--- src/rtl/crc_ctrl_pkg.sv ---
// Shared types and constants for the CRC controller and its LFSR engine.
// Holds the controller state enum and the standard CRC32 polynomial/seed.
package crc_ctrl_pkg;

    typedef enum logic [1:0] {
        IDLE   = 2'd0,
        FEED   = 2'd1,
        FINISH = 2'd2
    } state_t;

    localparam logic [31:0] CRC32_POLY = 32'h04c11db7;
    localparam logic [31:0] CRC32_INIT = 32'hffffffff;

endpackage

--- src/rtl/lfsr_crc.sv ---
// Byte-wide LFSR/CRC engine: advances DATA_WIDTH bits per valid cycle,
// with a load port for seeding and a registered, optionally inverted, output.
module lfsr_crc #(
    parameter int                     LFSR_WIDTH  = 32,
    parameter logic [LFSR_WIDTH-1:0]  LFSR_POLY   = 32'h04c11db7,
    parameter string                  LFSR_CONFIG = "GALOIS",
    parameter logic [LFSR_WIDTH-1:0]  LFSR_INIT   = '1,
    parameter bit                     REVERSE     = 1'b1,
    parameter bit                     INVERT      = 1'b1,
    parameter int                     DATA_WIDTH  = 8
) (
    input  logic                   clk,
    input  logic                   rst,
    input  logic [DATA_WIDTH-1:0]  data_in,
    input  logic                   data_in_valid,
    input  logic                   set_state,
    input  logic [LFSR_WIDTH-1:0]  state_in,
    output logic [LFSR_WIDTH-1:0]  data_out
);

    function automatic logic [LFSR_WIDTH-1:0] reflect(input logic [LFSR_WIDTH-1:0] v);
        logic [LFSR_WIDTH-1:0] r;
        r = '0;
        for (int k = 0; k < LFSR_WIDTH; k++) begin
            r[k] = v[LFSR_WIDTH-1-k];
        end
        return r;
    endfunction

    localparam bit                    IS_GALOIS = (LFSR_CONFIG == "GALOIS");
    localparam logic [LFSR_WIDTH-1:0] POLY_REV  = reflect(LFSR_POLY);
    localparam logic [LFSR_WIDTH-1:0] OUT_MASK  = INVERT ? {LFSR_WIDTH{1'b1}} : {LFSR_WIDTH{1'b0}};

    logic [LFSR_WIDTH-1:0] lfsr_state;
    logic [LFSR_WIDTH-1:0] lfsr_next;
    logic                  bit_in;
    logic                  fb;

    // Reflected mode shifts right against the bit-reversed polynomial so the
    // register never needs reflecting on the way in or out.
    always_comb begin
        lfsr_next = lfsr_state;
        bit_in    = 1'b0;
        fb        = 1'b0;
        for (int i = 0; i < DATA_WIDTH; i++) begin
            bit_in = REVERSE ? data_in[i] : data_in[DATA_WIDTH-1-i];
            if (IS_GALOIS) begin
                if (REVERSE) begin
                    fb        = lfsr_next[0] ^ bit_in;
                    lfsr_next = lfsr_next >> 1;
                    if (fb) lfsr_next = lfsr_next ^ POLY_REV;
                end else begin
                    fb        = lfsr_next[LFSR_WIDTH-1] ^ bit_in;
                    lfsr_next = lfsr_next << 1;
                    if (fb) lfsr_next = lfsr_next ^ LFSR_POLY;
                end
            end else begin
                fb        = (^(lfsr_next & LFSR_POLY)) ^ bit_in;
                lfsr_next = {lfsr_next[LFSR_WIDTH-2:0], fb};
            end
        end
    end

    always_ff @(posedge clk) begin
        if (rst) begin
            lfsr_state <= LFSR_INIT;
        end else if (set_state) begin
            lfsr_state <= state_in;
        end else if (data_in_valid) begin
            lfsr_state <= lfsr_next;
        end
    end

    assign data_out = lfsr_state ^ OUT_MASK;

endmodule

--- src/rtl/crc_ctrl.sv ---
// Word-to-byte CRC controller: accepts 1..4 byte words, feeds the engine a
// byte per cycle, and publishes the frame CRC with a one-cycle strobe.
module crc_ctrl
    import crc_ctrl_pkg::*;
#(
    parameter int                    CRC_WIDTH = 32,
    parameter logic [CRC_WIDTH-1:0]  CRC_POLY  = CRC32_POLY,
    parameter logic [CRC_WIDTH-1:0]  CRC_INIT  = '1,
    parameter bit                    REVERSE   = 1'b1,
    parameter bit                    INVERT    = 1'b1
) (
    input  logic                  clk,
    input  logic                  rst,
    input  logic                  seed_valid,
    input  logic [CRC_WIDTH-1:0]  seed_val,
    input  logic [31:0]           s_data,
    input  logic [1:0]            s_bytes,
    input  logic                  s_last,
    input  logic                  s_valid,
    output logic                  s_ready,
    output logic [CRC_WIDTH-1:0]  crc_out,
    output logic                  crc_valid,
    output logic                  busy
);

    state_t                 state, next_state;
    logic [31:0]            cap_data;
    logic [1:0]             cap_bytes;
    logic                   cap_last;
    logic [1:0]             byte_idx;
    logic                   accept;

    logic [7:0]             eng_data;
    logic                   eng_valid;
    logic                   eng_set;
    logic [CRC_WIDTH-1:0]   eng_state_in;
    logic [CRC_WIDTH-1:0]   eng_out;

    assign s_ready = (state == IDLE) & ~seed_valid;
    assign busy    = (state != IDLE);
    assign accept  = s_valid & s_ready;

    always_ff @(posedge clk) begin
        if (rst) begin
            state <= IDLE;
        end else begin
            state <= next_state;
        end
    end

    // Seed loads only from IDLE; FINISH re-arms the engine for the next frame.
    always_comb begin
        next_state   = state;
        eng_valid    = 1'b0;
        eng_set      = 1'b0;
        eng_state_in = CRC_INIT;
        eng_data     = cap_data[{byte_idx, 3'b000} +: 8];
        case (state)
            IDLE: begin
                if (seed_valid) begin
                    eng_set      = 1'b1;
                    eng_state_in = seed_val;
                end else if (s_valid) begin
                    next_state = FEED;
                end
            end
            FEED: begin
                eng_valid = 1'b1;
                if (byte_idx == cap_bytes) begin
                    next_state = cap_last ? FINISH : IDLE;
                end
            end
            FINISH: begin
                eng_set      = 1'b1;
                eng_state_in = CRC_INIT;
                next_state   = IDLE;
            end
            default: next_state = IDLE;
        endcase
    end

    always_ff @(posedge clk) begin
        if (rst) begin
            cap_data  <= '0;
            cap_bytes <= '0;
            cap_last  <= 1'b0;
            byte_idx  <= '0;
            crc_out   <= '0;
            crc_valid <= 1'b0;
        end else begin
            crc_valid <= (state == FINISH);
            if (state == FINISH) begin
                crc_out <= eng_out;
            end
            if (accept) begin
                cap_data  <= s_data;
                cap_bytes <= s_bytes;
                cap_last  <= s_last;
                byte_idx  <= 2'd0;
            end else if (state == FEED) begin
                byte_idx <= byte_idx + 2'd1;
            end
        end
    end

    lfsr_crc #(
        .LFSR_WIDTH  (CRC_WIDTH),
        .LFSR_POLY   (CRC_POLY),
        .LFSR_CONFIG ("GALOIS"),
        .LFSR_INIT   (CRC_INIT),
        .REVERSE     (REVERSE),
        .INVERT      (INVERT),
        .DATA_WIDTH  (8)
    ) u_lfsr_crc (
        .clk           (clk),
        .rst           (rst),
        .data_in       (eng_data),
        .data_in_valid (eng_valid),
        .set_state     (eng_set),
        .state_in      (eng_state_in),
        .data_out      (eng_out)
    );

endmodule

--- config.mk ---
export PLATFORM = sky130hd
export DESIGN_NAME = crc_ctrl
export DESIGN_NICKNAME = d
export VERILOG_FILES = /design/src/rtl/crc_ctrl_pkg.sv /design/src/rtl/lfsr_crc.sv /design/src/rtl/crc_ctrl.sv
export SDC_FILE = /design/constraint.sdc
export NUM_CORES = 1
export LEC_CHECK = 0
export BUFFER_PORTS_ARGS = -buffer_cell sky130_fd_sc_hd__buf_2
export CORE_ASPECT_RATIO = 0.7
export CORE_MARGIN = 8
export CORE_UTILIZATION = 55
export DETAILED_ROUTE_END_ITERATION = 8
export HOLD_SLACK_MARGIN = 0.08
export PLACE_DENSITY = 0.8
export SYNTH_ARGS = -nofsm -noshare
export SYNTH_HDL_FRONTEND = slang
export SYNTH_SLANG_ARGS = --single-unit
--- constraint.sdc ---
create_clock -name clk -period 6.2 [get_ports clk]
set_input_delay 1.24 -clock clk [delete_from_list [all_inputs] [get_ports clk]]
set_output_delay 1.24 -clock clk [all_outputs]
set_load 0.05 [all_outputs]
Word level (Yosys, flattened, before mapping)
Cells that the tools add are included.
{"block": "totals", "reg_bits": 104, "latchBits": 0, "ram_bits": 0, "romBits": 0, "elab_cells": 61, "mem_count": 0}
{"block": "classes", "add_sub_neg": 1, "multipliers": 0, "div": 0, "order_cmp": 0, "eq_ne": 6, "shift": 1, "muxes": 20, "bitwise": 20, "n_reduce_logical": 5}
{"cell": "$mux 32", "n": 12}
{"cell": "$not 13->14", "n": 8}
{"cell": "$not 32->32", "n": 1}
{"cell": "$shiftx 32x6->8", "n": 1}
{"cell": "$mux 2", "n": 4}
{"cell": "$xor 1x1->1", "n": 8}
{"cell": "$ne 2x2->1 const B", "n": 3}
{"cell": "$pmux 2 s2", "n": 1}
{"cell": "$reduce_bool 2->1", "n": 2}
{"cell": "$reduce_and 3->1", "n": 1}
{"cell": "$add 2x1->2 const B", "n": 1}
{"cell": "$and 1x1->1", "n": 2}
{"cell": "$eq 2x1->1 const B", "n": 1}
{"cell": "$eq 2x2->1", "n": 1}
{"cell": "$eq 2x2->1 const B", "n": 1}
{"cell": "$logic_not 2->1", "n": 1}
{"cell": "$mux 1", "n": 2}
{"cell": "$pmux 1 s2", "n": 1}
{"cell": "$reduce_or 2->1", "n": 1}
{"cell": "$not 1->1", "n": 1}

Logic depth before layout (Yosys ltp)
Gate-level depths: netlist (run 1).
{"block": "depth", "ltp_word": 19, "ltp_mapped": 7}

Hierarchy
Synthesis (run 1) repeated with hierarchy kept, for this count alone.
{"block": "hier_totals", "hier_cells": 639, "hier_area_um2": 5340.1}
{"mod": "crc_ctrl", "n_inst": 1, "cells_each": 366, "area_per_inst_um2": 2995.4, "seq_area_each_um2": 1441.4}
{"mod": "lfsr_crc", "n_inst": 1, "cells_each": 273, "area_per_inst_um2": 2344.7, "seq_area_each_um2": 640.6}

Worst setup path before layout (run 1)
OpenSTA, ideal clock, no wires.
{"block": "synth_timing", "path_type": "input -> output", "start": "in seed_valid", "end": "out s_ready", "t_arrival_ns": 2.441, "path_slack_ns": 2.519, "stages": 1, "path_buffers": 0, "cell_sequence": "nor3_1"}
{"block": "synth_via", "elab_chain_len": 2}
{"element": "start: declaration", "line_no": "crc_ctrl.sv:14", "rtl": "input logic seed_valid,"}
{"element": "$not 1->1", "line_no": "crc_ctrl.sv:39", "rtl": "assign s_ready = (state == IDLE) & ~seed_valid;"}
{"element": "$and 1x1->1", "line_no": "crc_ctrl.sv:39"}
{"element": "end: declaration", "line_no": "crc_ctrl.sv:20", "rtl": "output logic s_ready,"}
No other way between the ends.

Final worst setup path (run 1)
Same ends and word-level chain as after synthesis.

==> results of run 1 <==
-- worst max-delay path: cells and delay by family --
| family | cells | cell delay, ps |
|---|---|---|
| simple gates | 1 | 410 |
| buf+inv | 2 | 560 |
-- cells by family (layout without fill, tap and decap cells) --
family                    count (synthesis)  after routing
muxes                                    14             14
xor gates and xnor gates                 77             77
and+or+nand+nor                         177            177
buffers and inverters                    38            125
DFF                                     104            104
AOI/OAI and AO/OA                       140            140
-- state kept, by name, indices dropped and copies added (netlist names) --
register and count:
cap_data 32, crc_out 32, u_lfsr_crc.lfsr_state 32, byte_idx 2
cap_bytes 2, state 2, cap_last 1, crc_valid 1
-- layer usage --
metal | vias up | global-route usage (%) | part of all wire, %
met3 | 18 | 6.69 | 8.6
met1 | 1999 | 30.1 | 46
li1 | 2070 | - | -
met4 | 0 | 5.71 | 1.2
met5 | - | 0 | 0
met2 | 164 | 33.7 | 44
-- power by group --
| group | total [mW] | internal, mW | switching, mW |
|---|---|---|---|
| Sequential | 0.843 | 0.742 | 0.101 |
| Clock | 0.510 | 0.268 | 0.242 |
| Combinational | 0.862 | 0.436 | 0.426 |
| Total | 2.21 | 1.45 | 0.768 |
-- final timing paths --
path | endpoint | slack, ps | from
setup / recovery | s_ready | 2750 | seed_valid
hold / removal | cap_data[22] | 450 | cap_data[22]
setup reg to reg | u_lfsr_crc.lfsr_state[29] | 2960 | byte_idx[1]
hold reg to reg | cap_data[22] | 450 | cap_data[22]
-- cells in the mapped netlist (4+ instances only) --
| library cell | n | area, µm² |
|---|---|---|
| o22ai_1 | 8 | 50.1 |
| xnor3_1 | 6 | 135 |
| nand2_1 | 87 | 327 |
| xor2_1 | 22 | 193 |
| xnor2_2 | 7 | 114 |
| or3_1 | 4 | 25.0 |
| dfxtp_1 | 104 | 2080 |
| xnor2_4 | 4 | 110 |
| xnor2_1 | 33 | 289 |
| mux4_2 | 6 | 135 |
| a211oi_1 | 37 | 278 |
| clkbuf_1 | 33 | 124 |
| o21ai_0 | 5 | 25.0 |
| a21oi_1 | 63 | 315 |
| nor2_1 | 58 | 218 |
| nor2b_1 | 6 | 37.5 |
| o22a_1 | 4 | 35.0 |
| nand2b_1 | 11 | 68.8 |
| and2_1 | 4 | 25.0 |
-- layout make-up --
class                   count  share of cell area, %
clock buffers              11                   3.94
clock inverters             4                  0.382
well taps                 124                   2.63
inverters                   1                 0.0636
multi-input cells         408                   48.3
flip-flops and latches    104                   35.3
repair buffers            109                   9.41
==> summary.md, run 1 <==
| Metric | Value |
|---|---|
| Type of destination of the critical path | output port |
| Area share of xor/xnor cells in the synthesized design | 18.7% |
| Synthesis-to-finish area growth | 16.2% |
| Number of buffers on the longest clock path | 2 |
| CTS Root Cell | clkbuf_16 |
| Overall fraction of global-route tracks in use | 22.1% |
| Number of sinks handled by clock tree synthesis | 104 |
| Share of post-route cells with drive strength above 1 | 22.8% |
| Die area | 0.0126 mm² |
| Chip width | 131 µm |
| Count of filler cells inserted in the layout | 742 |
| Total length of routed wires | 13.6 mm |
| Syn Area/Cell | 9.24 µm² |
| Post-synthesis simple-gate area fraction | 14.6% |
| Setup-violating endpoint count in the final report | 0 |
| Post-synthesis sequential area ratio | 41.0% |
| Floorplan Core Area | 0.00903 mm² |
| Average vias per placed instance | 5.59 |
| Number of top-level pins | 106 |
| Antenna Nets Post-Route | 0 |
| Headroom to the max-slew limit | 21.3% |
| # rows | 29 |
| Largest vdd supply drop | 0.179 mV |
| Pin slew with the least headroom to its limit | 1180 ps |
| Total power of the final layout | 2.21 mW |
| Skew-Pair Late Insertion Delay | 350 ps |
| Most frequent cells in the layout | buf_2 (105), dfxtp_1 (104), nand2_1 (87) |
| Cell type of the slowest stage on the worst timing path | nor3_1 |
| Y dimension of the die | 96.4 µm |
| Final weighted congestion of routability-driven global placement | 0.938 |
| Share of synthesized registers carrying an async set or reset | 0% |
| Routed vias | 4251 |
| Fin Hold WS | 452 ps |
| Complex-gate fraction of the synthesized area | 17.4% |
| Fin cells | 761 |
| Router iterations before antenna repair | 5 |
| TritonCTS clock tree | built |
| Number of antenna violations at the first check in global routing | 0 |
| Wire length per cell after detailed routing | 17.8 µm |
| Kind of critical path | primary input to output port |
| P_leak | 2.42 nW |
| Number of antenna repair diodes | 0 |
| Total count of max-transition violations in the final report | 0 |
| Sum of net half-perimeters after detailed placement | 9.99 mm |
| CP cell instances | buf_2 > nor3_1 > buf_2 |
| Library cell appearing most often on the critical path | buf_2 |
| Pwr/cell area | 375 mW/mm² |
| Area of the mapped netlist | 0.00508 mm² |
| Final #Nets | 704 |
| Post-synthesis cell count | 550 |
| IO Port Bufs | 105 |
| Maximum number of pins on one net before global-route repair | 94 |
| Number of enable flip-flop cells after synthesis | 0 |
| Adder-cell share of the synthesized area | 0% |
| GR Overflow Total | 0 |
| Worst Setup Slack, final | 2750 ps |
| Dominant register cell in the synthesized netlist | dfxtp_1 |
| Sequential standard cell area | 0.00208 mm² |
| Number of instances in the placed design | 746 |
| Setup repair after global routing missed its margin | false |
| F_max | 290 MHz |
| Total non-filler cell area in the finished layout | 0.00590 mm² |
| Inserted Clock Buffers | 9 |
| Nets in the synthesized netlist | 621 |
| Post-synthesis mux area share | 5.25% |
| Yosys warnings | 0 |
| Most common library cell in the layout ignoring fill and taps | buf_2 |
| Resize count post-CTS | 0 |
| Min-delay worst type | flip-flop to flip-flop |
| Final worst-path cycle share | 55.7% |
| Setup TNS | 0 ps |
| Time the final worst path needs with I/O delays and setup | 3450 ps |
| Number of hold-slack violations in the final timing report | 0 |
| Synthesized flop and latch total | 104 |
| Number of post-CTS setup repair buffers | 0 |
| Hold-critical path depth | 2 |
| Largest family of logic cells by synthesized area | XOR/XNOR gates |
| Data required time of the worst path | 4960 ps |
| Data arrival at the endpoint of the critical path | 2210 ps |
| Max-capacitance violation count | 0 |
| Post-layout util | 65.3% |
| Hold buffers post-CTS | 0 |
| Largest stage delay on the critical path | 410 ps |
| Synth cell types | 47 |
| Top fanout value on the critical path | 15 |
| Starting utilization of the core area | 56.2% |
| Global-route wire length before repair | 21.3 mm |
| Clk slew on worst S/H paths | 60 ps |
| Startpoint types | primary input |
| Count of unresolved DRC violations after routing | 0 |
| Worst-case setup slack after placement | 2770 ps |
| Status | finished clean |
| Maximum level of the CTS H-tree | 3 |
| Worst clock skew | 6.39 ps |
| Post-placement cell area | 0.00565 mm² |
| Vias in the first global route | 4080 |
| Path depth of the worst reg2reg path | 6 |
| Detailed Route Iter0 Violations | 312 |
| Area occupied by multi-input gates | 0.00285 mm² |
Note: power is estimated with default switching activity, not from simulation.
==> inputs of run 2 (changes only) <==
CORE_UTILIZATION = 50   (was 55)
PLACE_DENSITY = 0.77   (was 0.8)
clock period = 2.97 ns   (was 6.2 ns; I/O delays follow)
==> run 2 against run 1 <==
Utilization shrank 3.3 points. Critical path depth grew 3. Count of clock-buffer cells in the layout is the same. Wire length grew 4.9%. Design area grew 3.0%. Highest routed layer unchanged.
==> summary.md, run 2 (same netlist as run 1, synthesis figures left out) <==
| Metric | Value |
|---|---|
| Top fanout value on the critical path | 7 (was 15) |
| Layer carrying the most global-route usage | met2 (unchanged) |
| Post-layout util | 62.0% (was 65.3%) |
| Register-to-register setup slack | 150 ps (was 2960 ps) |
| Router iterations before antenna repair | 5 (unchanged) |
| Min-delay worst type | flip-flop to flip-flop (unchanged) |
| Hold Path Sink | cap_last (was cap_data[22]) |
| Most common library cell in the layout ignoring fill and taps | buf_2 (unchanged) |
| Maximum level of the CTS H-tree | 3 (unchanged) |
| Setup repair after global routing missed its margin | false (unchanged) |
| Number of top-level pins | 106 (unchanged) |
| Floorplan Core Area | 0.00980 mm² (was 0.00903 mm²) |
| Resize count post-CTS | 0 (unchanged) |
| Final worst-path cycle share | 95.0% |
| Data required time of the worst path | 3190 ps (was 4960 ps) |
| Number of sinks handled by clock tree synthesis | 104 (unchanged) |
| Met3 routing resource usage after global routing | 7.04% (was 6.69%) |
| Overall fraction of global-route tracks in use | 21.3% (was 22.1%) |
| Total length of routed wires | 14.2 mm (was 13.6 mm) |
| Number of antenna repair diodes | 0 (unchanged) |
| Status | finished clean (unchanged) |
| Kind of critical path | flip-flop to flip-flop (was primary input to output port) |
| Post-placement cell area | 0.00578 mm² (was 0.00565 mm²) |
| Sum of net half-perimeters after detailed placement | 10.9 mm (was 9.99 mm) |
| Wire length per cell after detailed routing | 18.2 µm (was 17.8 µm) |
| Global Route met1 Usage | 28.9% (was 30.1%) |
| Setup-violating endpoint count in the final report | 0 (unchanged) |
| Count of unresolved DRC violations after routing | 0 (unchanged) |
| Number of antenna violations at the first check in global routing | 0 (unchanged) |
| Registers with the most flip-flops | cap_data x32, crc_out x32, u_lfsr_crc.lfsr_state x32 (unchanged) |
| Worst reg2reg startpoint | byte_idx[1] (unchanged) |
| Final #Nets | 721 (was 704) |
| Path depth of the worst reg2reg path | 6 (unchanged) |
| CTS Root Cell | clkbuf_16 (unchanged) |
| GRT met2 Usage | 31.4% (was 33.7%) |
| Type of destination of the critical path | flip-flop (was output port) |
| Total count of max-transition violations in the final report | 0 (unchanged) |
| Routed vias | 4329 (was 4251) |
| Pwr/cell area | 793 mW/mm² (was 375 mW/mm²) |
| F_max | 354 MHz |
| Clk slew on worst S/H paths | 70 ps (was 60 ps) |
| Number of buffers on the longest clock path | 2 (unchanged) |
| Total non-filler cell area in the finished layout | 0.00608 mm² (was 0.00590 mm²) |
| Hold-critical path depth | 2 (unchanged) |
| Hold buffers post-CTS | 0 (unchanged) |
| Time the final worst path needs with I/O delays and setup | 2820 ps |
| Number of post-CTS setup repair buffers | 0 (unchanged) |
| Detailed Route Iter0 Violations | 347 (was 312) |
| Total power of the final layout | 4.82 mW (was 2.21 mW) |
| Starting utilization of the core area | 51.9% (was 56.2%) |
| Synthesis-to-finish area growth | 19.7% (was 16.2%) |
| Cell type of the slowest stage on the worst timing path | mux4_2 (was nor3_1) |
| P_leak | 2.52 nW (was 2.42 nW) |
| HP Start | cap_last (was cap_data[22]) |
| Skew-Pair Late Insertion Delay | 350 ps (about the same) |
| Die area | 0.0137 mm² (was 0.0126 mm²) |
| Chip width | 136 µm (was 131 µm) |
| GR Overflow Total | 0 (unchanged) |
| Number of hold-slack violations in the final timing report | 0 (unchanged) |
| Antenna Nets Post-Route | 0 (unchanged) |
| TritonCTS clock tree | built (unchanged) |
| # rows | 30 (was 29) |
| Max-capacitance violation count | 0 (unchanged) |
| Worst clock skew | 6.12 ps (was 6.39 ps) |
| Final weighted congestion of routability-driven global placement | 0.947 (was 0.938) |
| Pin slew with the least headroom to its limit | 599 ps (was 1180 ps) |
| Setup TNS | 0 ps (unchanged) |
| Inserted Clock Buffers | 9 (unchanged) |
| IO Port Bufs | 105 (unchanged) |
| Data arrival at the endpoint of the critical path | 3050 ps (was 2210 ps) |
| Headroom to the max-slew limit | 60.0% (was 21.3%) |
| CP cell instances | mux4_2 > xnor2_4 > xnor2_2 > xnor3_1 > o41ai_1 > a31oi_1 (was buf_2 > nor3_1 > buf_2) |
| Maximum number of pins on one net before global-route repair | 60 (was 94) |
| Startpoint types | flip-flop (was primary input) |
| Most frequent cells in the layout | buf_2 (105), dfxtp_1 (104), nand2_1 (87) (unchanged) |
| Global-route wire length before repair | 22.8 mm (was 21.3 mm) |
| FF-to-FF End | u_lfsr_crc.lfsr_state[23] (was u_lfsr_crc.lfsr_state[29]) |
| Y dimension of the die | 100 µm (was 96.4 µm) |
| Largest vdd supply drop | 0.421 mV (was 0.179 mV) |
| Largest stage delay on the critical path | 630 ps (was 410 ps) |
| Count of filler cells inserted in the layout | 835 (was 742) |
| Average vias per placed instance | 5.54 (was 5.59) |
| Share of post-route cells with drive strength above 1 | 24.9% (was 22.8%) |
| Fin Hold WS | 454 ps (was 452 ps) |
| Vias in the first global route | 4278 (was 4080) |
## run 2: cell count changes in the layout (fill, tap and decap cells not counted), sizes merged
cell / previous run / this run
buf: 109 / 126
bufinv: 0 / 1
clkinv: 3 / 2
## run 2: stage by stage
stage	setup WS, ps	instances
2_1_floorplan	43.0	550
6_report	148	782
5_1_grt	46.2	782
4_1_cts	202	782
3_5_place_dp	203	767
3_3_place_gp	289	767
## run 2: critical path: cells and delay by family (launching register included)
family	cells	cell delay [ps]
flip-flops	1	560
multiplexers	1	630
XOR/XNOR	3	1090
AO/OA/AOI/OAI	2	410
## run 2: worst max path at each step
stage           startpoint                        end  slack (ps)
2_1_floorplan   seed_valid  u_lfsr_crc.lfsr_state[13]          40
3_3_place_gp   byte_idx[1]  u_lfsr_crc.lfsr_state[23]         290
3_5_place_dp   byte_idx[1]  u_lfsr_crc.lfsr_state[23]         200
4_1_cts        byte_idx[1]  u_lfsr_crc.lfsr_state[23]         200
5_1_grt        byte_idx[1]  u_lfsr_crc.lfsr_state[29]          50
6_report       byte_idx[1]  u_lfsr_crc.lfsr_state[23]         150
## run 2: cell type report
| cell class | instances | area (µm²) | area share [%] |
|---|---|---|---|
| Sequential cell | 104 | 2080 | 34.3 |
| Timing Repair Buffer | 126 | 683 | 11.2 |
| Multi-Input combinational cell | 408 | 2850 | 46.9 |
| Tap cell | 128 | 160 | 2.63 |
| Clock buffer | 11 | 243 | 3.99 |
| Clock inverter | 4 | 55.1 | 0.906 |
| Inverter | 1 | 3.75 | 0.0618 |
## run 2: metal layers
| metal | wire [µm] | vias to the layer above |
|---|---|---|
| li1 | - | 2104 |
| met1 | 6680 | 2039 |
| met2 | 6100 | 169 |
| met3 | 1260 | 17 |
| met4 | 187 | 0 |
| met5 | 0 | - |
## run 2: power breakdown
group          leakage, nW  internal (mW)  switching, mW
registers            0.850           1.55          0.233
clock network        0.142          0.675          0.522
logic                 1.53          0.953          0.887
total                 2.52           3.18           1.64
